<file path="config.mk">
export PLATFORM = sky130hd
export DESIGN_NAME = arm_mmio_uart_tx
export DESIGN_NICKNAME = d
export VERILOG_FILES = /design/src/rtl/arm_mmio_pkg.sv /design/src/rtl/sync_fifo.sv /design/src/rtl/arm_mmio_uart_tx.sv
export SDC_FILE = /design/constraint.sdc
export NUM_CORES = 1
export LEC_CHECK = 0
export BUFFER_PORTS_ARGS = -buffer_cell sky130_fd_sc_hd__clkbuf_2
export CORE_AREA = 2 2 87 89
export CTS_CLUSTER_DIAMETER = 40
export DETAILED_ROUTE_END_ITERATION = 10
export DIE_AREA = 0 0 89 91
export PLACE_DENSITY = 0.77
export SLEW_MARGIN = 10
export SYNTH_ARGS = -nofsm -noshare
export SYNTH_HDL_FRONTEND = slang
export SYNTH_SLANG_ARGS = --single-unit
</file>
<file path="constraint.sdc">
create_clock -name clk -period 2.3 [get_ports clk]
set_input_delay 0.23 -clock clk [delete_from_list [all_inputs] [get_ports clk]]
set_output_delay 0.23 -clock clk [all_outputs]
set_load 0.1 [all_outputs]
</file>
<file path="src/rtl/arm_mmio_pkg.sv">
// Shared register offsets, FSM state type and STATUS bit layout for the
// memory-mapped UART transmitter.
package arm_mmio_pkg;

  localparam logic [2:0] UART_TXDATA_OFS = 3'h0;
  localparam logic [2:0] UART_STATUS_OFS = 3'h4;

  typedef enum logic [1:0] {IDLE, START, DATA, STOP} uart_tx_state_t;

  localparam int STAT_FULL_BIT   = 0;
  localparam int STAT_EMPTY_BIT  = 1;
  localparam int STAT_ACTIVE_BIT = 2;
  localparam int STAT_OVF_BIT    = 3;
  localparam int STAT_COUNT_LSB  = 4;
  localparam int STAT_COUNT_MSB  = 8;

endpackage

</file>
<file path="src/rtl/sync_fifo.sv">
// Small first-word-fall-through FIFO; a push into a full FIFO is accepted
// when a pop happens on the same edge.
module sync_fifo #(
  parameter int WIDTH = 8,
  parameter int DEPTH = 4
) (
  input  logic                     clk,
  input  logic                     reset,
  input  logic                     push,
  input  logic [WIDTH-1:0]         din,
  input  logic                     pop,
  output logic [WIDTH-1:0]         dout,
  output logic                     full,
  output logic                     empty,
  output logic [$clog2(DEPTH):0]   count
);

  localparam int AW = $clog2(DEPTH);
  localparam logic [AW-1:0] PTR_ONE = 1;
  localparam logic [AW:0]   CNT_ONE = 1;
  localparam logic [AW:0]   CNT_MAX = DEPTH;

  logic [WIDTH-1:0] mem [DEPTH];
  logic [AW-1:0]    wr_ptr_reg;
  logic [AW-1:0]    rd_ptr_reg;
  logic [AW:0]      count_reg;
  logic             do_push;
  logic             do_pop;

  assign do_pop  = pop && !empty;
  assign do_push = push && (!full || do_pop);

  always_ff @(posedge clk) begin
    if (do_push) mem[wr_ptr_reg] <= din;
  end

  always_ff @(posedge clk) begin
    if (!reset) begin
      wr_ptr_reg <= '0;
      rd_ptr_reg <= '0;
      count_reg  <= '0;
    end else begin
      if (do_push) wr_ptr_reg <= wr_ptr_reg + PTR_ONE;
      if (do_pop)  rd_ptr_reg <= rd_ptr_reg + PTR_ONE;
      case ({do_push, do_pop})
        2'b10:   count_reg <= count_reg + CNT_ONE;
        2'b01:   count_reg <= count_reg - CNT_ONE;
        default: count_reg <= count_reg;
      endcase
    end
  end

  assign dout  = mem[rd_ptr_reg];
  assign full  = (count_reg == CNT_MAX);
  assign empty = (count_reg == '0);
  assign count = count_reg;

endmodule

</file>
<file path="src/rtl/arm_mmio_uart_tx.sv">
// Memory-mapped 8N1 UART transmitter: stores to TXDATA queue bytes in a
// small FIFO, an FSM serialises them LSB first onto a registered tx pin.
module arm_mmio_uart_tx
  import arm_mmio_pkg::*;
#(
  parameter logic [31:0] BASE_ADDR    = 32'h0000_0100,
  parameter int          CLKS_PER_BIT = 16,
  parameter int          FIFO_DEPTH   = 4
) (
  input  logic        clk,
  input  logic        reset,
  input  logic        MemWrite,
  input  logic [31:0] DataAdr,
  input  logic [31:0] WriteData,
  output logic        sel,
  output logic [31:0] RdData,
  output logic        tx,
  output logic        busy
);

  localparam int CNT_W = $clog2(CLKS_PER_BIT);
  localparam int CW    = $clog2(FIFO_DEPTH) + 1;
  localparam logic [CNT_W-1:0] CNT_LAST = CNT_W'(CLKS_PER_BIT - 1);
  localparam logic [CNT_W-1:0] CNT_ONE  = 1;

  uart_tx_state_t   state_reg, state_next;
  logic [CNT_W-1:0] cnt_reg, cnt_next;
  logic [2:0]       idx_reg, idx_next;
  logic [7:0]       shift_reg, shift_next;
  logic             tx_reg, tx_next;
  logic             ovf_reg;

  logic [2:0]       ofs;
  logic             push, pop, stat_wr, bit_end;
  logic             fifo_full, fifo_empty;
  logic [7:0]       fifo_dout;
  logic [CW-1:0]    fifo_count;
  logic [31:0]      status;
  logic             unused_bits;

  assign unused_bits = ^{WriteData[31:8], DataAdr[1:0]};

  assign sel     = (DataAdr[31:3] == BASE_ADDR[31:3]);
  assign ofs     = {DataAdr[2], 2'b00};
  assign push    = MemWrite && sel && (ofs == UART_TXDATA_OFS);
  assign stat_wr = MemWrite && sel && (ofs == UART_STATUS_OFS);

  sync_fifo #(.WIDTH(8), .DEPTH(FIFO_DEPTH)) u_fifo (
    .clk   (clk),
    .reset (reset),
    .push  (push),
    .din   (WriteData[7:0]),
    .pop   (pop),
    .dout  (fifo_dout),
    .full  (fifo_full),
    .empty (fifo_empty),
    .count (fifo_count)
  );

  assign bit_end = (cnt_reg == CNT_LAST);

  always_comb begin
    state_next = state_reg;
    cnt_next   = cnt_reg + CNT_ONE;
    idx_next   = idx_reg;
    shift_next = shift_reg;
    pop        = 1'b0;
    case (state_reg)
      IDLE: begin
        cnt_next = '0;
        if (!fifo_empty) begin
          pop        = 1'b1;
          shift_next = fifo_dout;
          state_next = START;
        end
      end
      START: begin
        if (bit_end) begin
          cnt_next   = '0;
          idx_next   = 3'd0;
          state_next = DATA;
        end
      end
      DATA: begin
        if (bit_end) begin
          cnt_next   = '0;
          shift_next = {1'b0, shift_reg[7:1]};
          idx_next   = idx_reg + 3'd1;
          if (idx_reg == 3'd7) state_next = STOP;
        end
      end
      STOP: begin
        if (bit_end) begin
          cnt_next = '0;
          // Chain straight into the next start bit so frames run back-to-back.
          if (!fifo_empty) begin
            pop        = 1'b1;
            shift_next = fifo_dout;
            state_next = START;
          end else begin
            state_next = IDLE;
          end
        end
      end
      default: state_next = IDLE;
    endcase

    case (state_next)
      START:   tx_next = 1'b0;
      DATA:    tx_next = shift_next[0];
      default: tx_next = 1'b1;
    endcase
  end

  always_ff @(posedge clk) begin
    if (!reset) begin
      state_reg <= IDLE;
      cnt_reg   <= '0;
      idx_reg   <= '0;
      shift_reg <= '0;
      tx_reg    <= 1'b1;
      ovf_reg   <= 1'b0;
    end else begin
      state_reg <= state_next;
      cnt_reg   <= cnt_next;
      idx_reg   <= idx_next;
      shift_reg <= shift_next;
      tx_reg    <= tx_next;
      // A dropped byte on the same edge as a clear keeps the flag set.
      if (push && fifo_full && !pop)
        ovf_reg <= 1'b1;
      else if (stat_wr && WriteData[STAT_OVF_BIT])
        ovf_reg <= 1'b0;
    end
  end

  always_comb begin
    status                          = '0;
    status[STAT_FULL_BIT]           = fifo_full;
    status[STAT_EMPTY_BIT]          = fifo_empty;
    status[STAT_ACTIVE_BIT]         = (state_reg != IDLE);
    status[STAT_OVF_BIT]            = ovf_reg;
    status[STAT_COUNT_LSB +: CW]    = fifo_count;
  end

  assign RdData = (sel && ofs == UART_STATUS_OFS) ? status : 32'h0;
  assign tx     = tx_reg;
  assign busy   = (state_reg != IDLE) || !fifo_empty;

endmodule

</file>
# After elaboration in Yosys (flattened, before gate mapping)
# Memories as Yosys holds them, arrays and structs flattened. A register that Yosys moved wholly into a read port is not among the register bits.
# Cells that the tools add are included.
[totals]
register_bits = 26
ram_bits = 32
word_cells = 84
n_memories = 1
[memory_table]
columns = ["memory", "depth", "word_bits", "rd", "rd_clocked_by_memory_dff", "write_ports", "line_no", "rtl"]
rows = [
  ["u_fifo.mem", 4, 8, 1, 1, 1, "sync_fifo.sv:23", "logic [WIDTH-1:0] mem [DEPTH];"],
]
[classes]
n_addsub = 6
n_eq_ne = 14
n_mux = 28
n_reduce_logical = 25
[op_table]
columns = ["op", "count"]
rows = [
  ["$eq A29 B6 Y1 const B", 1],
  ["$mux W8", 3],
  ["$pmux W8 S3", 1],
  ["$mux W2", 7],
  ["$pmux W3 S2", 2],
  ["$logic_and A1 B1 Y1", 9],
  ["$eq A2 B2 Y1 const B", 4],
  ["$pmux W2 S4", 1],
  ["$pmux W4 S2", 1],
  ["$reduce_bool A2 Y1", 4],
  ["$mux W1", 7],
  ["$mux W7", 1],
  ["$add A3 B1 Y3 const B", 2],
  ["$eq A2 B1 Y1 const B", 3],
  ["$eq A3 B3 Y1 const B", 2],
  ["$logic_not A3 Y1", 2],
  ["$mux W3", 2],
  ["$ne A2 B2 Y1 const B", 3],
  ["$reduce_and A3 Y1", 2],
  ["$add A2 B1 Y2 const B", 2],
  ["$add A4 B1 Y4 const B", 1],
  ["$eq A4 B4 Y1 const B", 1],
  ["$mux W4", 1],
  ["$pmux W1 S2", 2],
  ["other kinds (6)", 9],
]

# Depth between registers and ports, before layout
# Gate-level depths: netlist (run 1).
[depth]
ltp_word = 9
mapped_depth = 12
depth_no_buf = 12

# Modules after synthesis
# From an unflattened synthesis (run 1), not the netlist that was laid out.
[hier_totals]
cells_unflattened = 267
area_unflattened_um2 = 3090.5
[by_module_without_submodules]
columns = ["module", "n_inst", "cells_per_inst", "area_per_inst_um2", "seq_area_each_um2"]
rows = [
  ["sync_fifo", 1, 102, 1706.6, 1141.1],
  ["arm_mmio_uart_tx", 1, 165, 1383.8, 380.4],
]

# Worst setup path before layout (run 1)
# OpenSTA, ideal clock, no wires.
[synth_timing]
path_kind = "reg-to-output"
from = "register u_fifo.count_reg[0], in the netlist u_fifo.count[0]"
to = "output port RdData[1]"
arrival_time_ns = 3.839
t_required_ns = 2.070
path_slack_ns = -1.769
path_stages_with_launch = 5
cell_sequence = "dfxtp_1 buf_6 or3_1 buf_6 nor4_1"
[synth_via]
elab_chain_len = 2
[synth_rtl]
columns = ["item", "line_no", "rtl"]
rows = [
  ["start: declaration", "sync_fifo.sv:26", "logic [AW:0] count_reg;"],
  ["start signal: assignment", "sync_fifo.sv:46", "2'b10: count_reg <= count_reg + CNT_ONE;"],
  ["start signal: assignment", "sync_fifo.sv:47", "2'b01: count_reg <= count_reg - CNT_ONE;"],
  ["start signal: assignment", "sync_fifo.sv:48", "default: count_reg <= count_reg;"],
  ["$logic_not A3 Y1", "sync_fifo.sv:55", "assign empty = (count_reg == '0);"],
  ["$mux W7", "arm_mmio_uart_tx.sv:146", "assign RdData = (sel && ofs == UART_STATUS_OFS) ? status : 32'h0;"],
  ["end: declaration", "arm_mmio_uart_tx.sv:16", "output logic [31:0] RdData,"],
]
# No other way between the ends.

# Worst setup path in the final report (run 1)
[layout_timing]
from = "register state_reg[0]"
to = "register u_fifo.count_reg[2], in the netlist u_fifo.count[2]"
[layout_via]
elab_chain_len = 7
elab_cells_between_ends = 10
classes_between = "eq/ne: 3; mux: 2; reduce/logical: 5"
[layout_rtl]
columns = ["item", "line_no", "rtl"]
rows = [
  ["start: declaration", "arm_mmio_uart_tx.sv:26", "uart_tx_state_t state_reg, state_next;"],
  ["start signal: assignment", "arm_mmio_uart_tx.sv:124", "state_reg <= state_next;"],
  ["$eq A2 B2 Y1 or $logic_not A2 Y1 (tied branches)", "arm_mmio_uart_tx.sv:68", "case (state_reg)"],
  ["$pmux W1 S2 (*)", "arm_mmio_uart_tx.sv:68", ""],
  ["$logic_and A1 B1 Y1 (*)", "sync_fifo.sv:30", "assign do_pop = pop && !empty;"],
  ["$logic_or A1 B1 Y1", "sync_fifo.sv:31", "assign do_push = push && (!full || do_pop);"],
  ["$logic_and A1 B1 Y1", "sync_fifo.sv:31", ""],
  ["$eq A2 B1 Y1 or $eq A2 B2 Y1 (tied branches)", "sync_fifo.sv:45", "case ({do_push, do_pop})"],
  ["$pmux W3 S2 or $reduce_bool A2 Y1 (tied branches)", "--", ""],
]
# Mark *: on every way between the ends. The rest lies on a longest branch, timed or not.
# A chain may end at the register's enable or synchronous reset.

==> results of run 1 <==
-- final cells by class --
cell class | instances | area, um2
fillers | 586 | 3210
inverters | 12 | 47.5
clock buffers | 11 | 141
multi-input cells | 180 | 1550
clock inverters | 5 | 52.6
repair buffers | 73 | 490
well taps | 99 | 124
flip-flops and latches | 60 | 1530
-- stage by stage --
step | instance area, um2 | hold WS, ns | power (mW) | setup TNS [ns] | instances
2_1_floorplan | 3340 | 0.329 | 1.38 | -1.54 | 288
3_3_place_gp | 3700 | 0.443 | 1.39 | 0 | 423
3_5_place_dp | 3700 | 0.449 | 1.39 | 0 | 423
4_1_cts | 3900 | 0.0829 | 2.32 | 0 | 439
5_1_grt | 3930 | 0.0848 | 2.38 | -0.0449 | 440
6_report | 3930 | 0.0953 | 2.29 | 0 | 440
-- per-layer routing --
| metal | GRT usage | vias up |
|---|---|---|
| li1 | - | 1088 |
| met1 | 0.200 | 1098 |
| met2 | 0.274 | 64 |
| met3 | 0.0545 | 12 |
| met4 | 0.0697 | 0 |
| met5 | 0 | - |
-- path summary, 6_finish.rpt --
check | from | to | slack [ns]
worst max-delay path | state_reg[0] | u_fifo.count[2] | 0.02
worst min-delay path | WriteData[5] | u_fifo.mem[2][5] | 0.1
worst max register to register | state_reg[0] | u_fifo.count[2] | 0.02
worst min register to register | ovf_reg | ovf_reg | 0.46
-- synth_stat cells, types with 4 or more instances --
master,count
a211oi_1,6
a21oi_1,6
a32oi_1,9
and2_1,7
buf_4,25
clkbuf_1,6
dfxtp_1,28
edfxtp_1,32
ha_1,13
inv_1,11
mux2_4,6
mux4_2,8
nand2_1,9
nand3_1,4
nor2_1,22
nor3_1,6
nor4_1,6
nor4_4,4
o21ai_0,5
or3_1,4
-- cells by family (layout without fill, tap and decap cells) --
family / Yosys count / after routing
other: 1 / 25
AO/OA/AOI/OAI: 42 / 42
adder cells (fa/ha/maj): 14 / 14
flip-flops: 60 / 60
AND/OR/NAND/NOR: 76 / 76
buffers and inverters: 48 / 101
XOR/XNOR: 6 / 6
multiplexers: 17 / 17
-- repair_timing --
item | in CTS | in global routing
setup endpoints to repair | 1 | 1
buffers inserted | 0 | 1
pin swaps | 1 | 1
gates cloned | 0 | 0
resized for setup | 1 | 5
endpoints found under the hold margin | 0 | 0
-- power by group through the flow --
stage / Sequential (mW) / Combinational (mW) / Clock [mW]
final: 1.12 / 0.247 / 0.922
after detailed placement: 1.15 / 0.247 / 0
after CTS: 1.12 / 0.247 / 0.946
after global routing: 1.12 / 0.258 / 1.00
after floorplan: 1.15 / 0.227 / 0
after global placement: 1.15 / 0.244 / 0
==> out/metrics.cfg, run 1 <==
[power_and_ir_drop]
clkPwrFrac=0.402
swShare=0.269
p_switching_mw=0.616
powerDensity_nw_per_um2=583
vdd_drop_max_mv=0.485
comb_power_share=0.108
leakage_nw=1.48
seq_power_share=0.490
internal_power_mw=1.68

[die]
die_width_um=89
ioPinCount=102
rows=31
dieArea_um2=8100
initial_core_util=0.446
fp.dieH_um=91
design.core.area_um2=7140

[global_routing]
antenna_found_initial=0
grt_util_all_layers=0.167
grt_pass1_vias=2213
grt_start_max_net_pins=18
grt_pass1_wl_um=10400
grt.overflow.total=0

[setup_path]
critical-path-top-delay-family=adder cells
cp_slowest_stage_delay_ns=0.37
slowest_stage=dfxtp_4
path_depth=12
worstSetupPathType=reg2reg
critPathLaunchType=register
cp.arrival_ns=2.56
cp_common_cell=inv_1
critical_path_required_ns=2.58
critPathCaptureType=register
critPathBufInv=3
cp_cell_sequence=inv_2 -> ha_4 -> a41oi_4 -> o211a_4 -> nor4_4 -> inv_1 -> ha_2 -> inv_1 -> fa_2 -> xor2_1 -> or3_1 -> a21oi_2
reg2regPathDepth=12
path_max_fanout=4

[route]
vias=2262
top_layer=met4
finalWirelength_um=6230
drt_first_pass_iters=5
wl_met2_um=3230
vias_per_cell=5.14
ant_nets=0
drc=0
drt_iter0_drc=122
dr_wl_met3_um=324
wl_met1_um=2580
drt-wirelength-per-cell_um=14.2

[logic_synthesis]
synthDistinctLibCells=51
synth_top_area_share=0.302
synth_seq_cells=60
synth_edf_count=32
synthSimpleGateAreaFrac=0.156
synthXorXnorAreaFrac=0.0165
synth_top_family_by_area=simple AND/OR/NAND/NOR gates
synth_seq_area_share=0.478
syn_area_um2=3180
ys_async_sr_fraction=0
synth_mux_area_frac=0.0948
netlist.top_cell.by_area=edfxtp_1
synthAdderAreaFrac=0.0574
ys_warn_count=0
syn_avg_cell_area_um2=12.0
synth_cells=264
yosys-top-cells-area=edfxtp_1, dfxtp_1, buf_4
yosys_most_used_dff=edfxtp_1
synth_compound_area_frac=0.104

[clock_tree]
cts.clk_slew.worst_paths_ns=0.07
cts_sinks=60
cts_root_buf=clkbuf_8
cts_buffers=9
htreeDepth=3
clock_path_buffers=2
insertion_delay_ns=0.35
holdBufCountCts=0
cts_tree=done

[place]
pre_cts_slack_ns=0.0104
io_buffers=50
dpl.hpwl_um=4570
place_congestion=0.811

[sta]
slew_violations=0
setup_viol_count_final=0
setup_ws_ns=0.0247
rsz0062_at_grt=true
fin_crit_ns=2.28
fmax_mhz=440
fin_worst_skew_ns=0.00866
worstMarginPinSlew_ns=0.539
hold_viol_final=0
max_slew_margin=0.642
fin_crit_sh=0.989

[layout]
area_delta_synth_final_pct=23.6
fin_nets=417
largest_register_ffs=32
layout_common_cells=clkbuf_2, edfxtp_1, dfxtp_1, buf_4, conb_1
drive_gt1_frac=0.387
final_common_cell=clkbuf_2
final_util=0.551
antenna_cells=0

[min_path]
whs_path_depth=1
hold_class=in2reg

[run]
timing.max_cap.violations=0

[outcome]
status=completed

No activity file was read; power rests on OpenSTA's default activity.
==> inputs of run 2 (changes only) <==
--- a/config.mk
+++ b/config.mk
@@ -10,6 +10,7 @@
 export CTS_CLUSTER_DIAMETER = 40
 export DETAILED_ROUTE_END_ITERATION = 10
 export DIE_AREA = 0 0 89 91
+export GPL_TIMING_DRIVEN = 0
 export PLACE_DENSITY = 0.77
 export SLEW_MARGIN = 10
 export SYNTH_ARGS = -nofsm -noshare
==> out/metrics.cfg, run 2 (synthesized netlist as in run 1, its figures left out) <==
[clock_tree]
cts_tree=done
cts_buffers=9
cts.clk_slew.worst_paths_ns=0.08
holdBufCountCts=0
cts_sinks=60
htreeDepth=3
cts_root_buf=clkbuf_8
clock_path_buffers=2
insertion_delay_ns=0.33

[sta]
rsz0062_at_grt=true
setup_ws_ns=-0.0910
max_slew_margin=0.484
setup_viol_count_final=1
fin_crit_ns=2.39
fmax_mhz=418
hold_viol_final=0
worstMarginPinSlew_ns=0.768
slew_violations=0
fin_worst_skew_ns=0.0100
fin_crit_sh=1.04

[die]
die_width_um=89
rows=31
dieArea_um2=8100
design.core.area_um2=7140
initial_core_util=0.446
ioPinCount=102
fp.dieH_um=91

[global_routing]
grt_pass1_vias=2186
grt_start_max_net_pins=13
grt.overflow.total=0
antenna_found_initial=0
grt_pass1_wl_um=10100
grt_util_all_layers=0.161

[setup_path]
path_max_fanout=4
critPathBufInv=3
cp_slowest_stage_delay_ns=0.39
cp.arrival_ns=2.65
r2r_slack_ns=-0.09
critical_path_required_ns=2.56
slowest_stage=dfxtp_4
cp_cell_sequence=inv_4 -> ha_4 -> a41oi_4 -> o211a_1 -> nor4_4 -> inv_1 -> ha_2 -> inv_2 -> fa_2 -> xor2_1 -> or3_1 -> a21oi_2
worstSetupPathType=reg2reg
reg2regPathDepth=12
critical-path-top-delay-family=adder cells
critPathLaunchType=register
critPathCaptureType=register
path_depth=12

[layout]
nFillCells=603
fin_nets=440
design_area_um2=4030
final_common_cell=clkbuf_2
area_delta_synth_final_pct=26.8
seqCellArea_um2=1530
drive_gt1_frac=0.423
antenna_cells=0
layout_common_cells=clkbuf_2, buf_4, edfxtp_1, conb_1, dfxtp_1
fin_cells=463
largest_register_ffs=32
multi_input_area_um2=1550
final_util=0.565

[route]
drc=0
vias_per_cell=4.96
drt-wirelength-per-cell_um=13.5
finalWirelength_um=6240
drt_iter0_drc=162
drt_first_pass_iters=4
ant_nets=0
vias=2298

[min_path]
whs_path_depth=1
hold_class=in2reg

[place]
io_buffers=50
dpl_cell_area_um2=3720
place_inst=437
dpl.hpwl_um=4500
place_congestion=0.861

[outcome]
failed_checks=negative setup slack
status=finished with violations

[power_and_ir_drop]
powerDensity_nw_per_um2=583
vdd_drop_max_mv=0.465
leakage_nw=1.60

[run]
timing.max_cap.violations=0

## run 2: changes by cell type in the layout (fill, tap and decap cells not counted), sizes merged
| cell | previous run | this run |
|---|---|---|
| buf | 30 | 41 |
| clkbuf | 54 | 64 |
| inv | 12 | 13 |
| clkinv | 2 | 3 |
## run 2: per-stage QoR
step	total power, mW	setup slack (ns)	hold WS (ns)	setup TNS, ns
after floorplan	1.38	-0.473	0.329	-1.54
after global placement	1.43	-0.276	0.427	-0.612
after detailed placement	1.43	-0.349	0.441	-2.45
after CTS	2.36	-0.0753	0.102	-0.0753
after global routing	2.44	-0.185	0.112	-0.334
final	2.35	-0.0910	0.116	-0.0910
## run 2: per-layer routing
metal | up-vias | track usage | part of all wire
li1 | 1142 | - | -
met5 | - | 0 | 0
met1 | 1081 | 0.210 | 0.44
met3 | 4 | 0.0336 | 0.050
met2 | 71 | 0.256 | 0.51
met4 | 0 | 0.0709 | 0.0072
## run 2: area by class of cell
cell class | count | area share
inverter | 12 | 0.0124
clock inverter | 7 | 0.0189
buffer | 36 | 0.0614
multi-input combinational | 180 | 0.385
timing repair buffer | 60 | 0.0813
sequential | 60 | 0.380
clock buffer | 9 | 0.0307
tap | 99 | 0.0307
## run 2: worst reg2reg max path, delay by kind of cell, from the launching register on
| family | cells | cell delay (ns) |
|---|---|---|
| AND/OR/NAND/NOR | 2 | 0.40 |
| flip-flops | 1 | 0.39 |
| adder cells (fa/ha/maj) | 3 | 0.66 |
| XOR/XNOR | 1 | 0.15 |
| AO/OA/AOI/OAI | 3 | 0.56 |
| buffers and inverters | 3 | 0.17 |
## run 2: what timing repair did
action                                  4_1_cts  5_1_grt
hold endpoints to repair                      0        0
setup buffers                                 8        2
endpoints found under the setup margin       22       28
pin swaps                                     3        1
resized for setup                             8        4
cloned                                        0        0
## run 2: final timing paths
kind	startpoint	to
setup / recovery	state_reg[1]	u_fifo.count[2]
hold / removal	WriteData[2]	u_fifo.mem[0][2]
setup reg to reg	state_reg[1]	u_fifo.count[2]
hold reg to reg	cnt_reg[0]	cnt_reg[0]
## run 2: power breakdown
group | internal, mW | switching [mW]
registers | 1.12 | 0.00000000638
clock network | 0.505 | 0.443
logic | 0.0598 | 0.221
total | 1.69 | 0.664
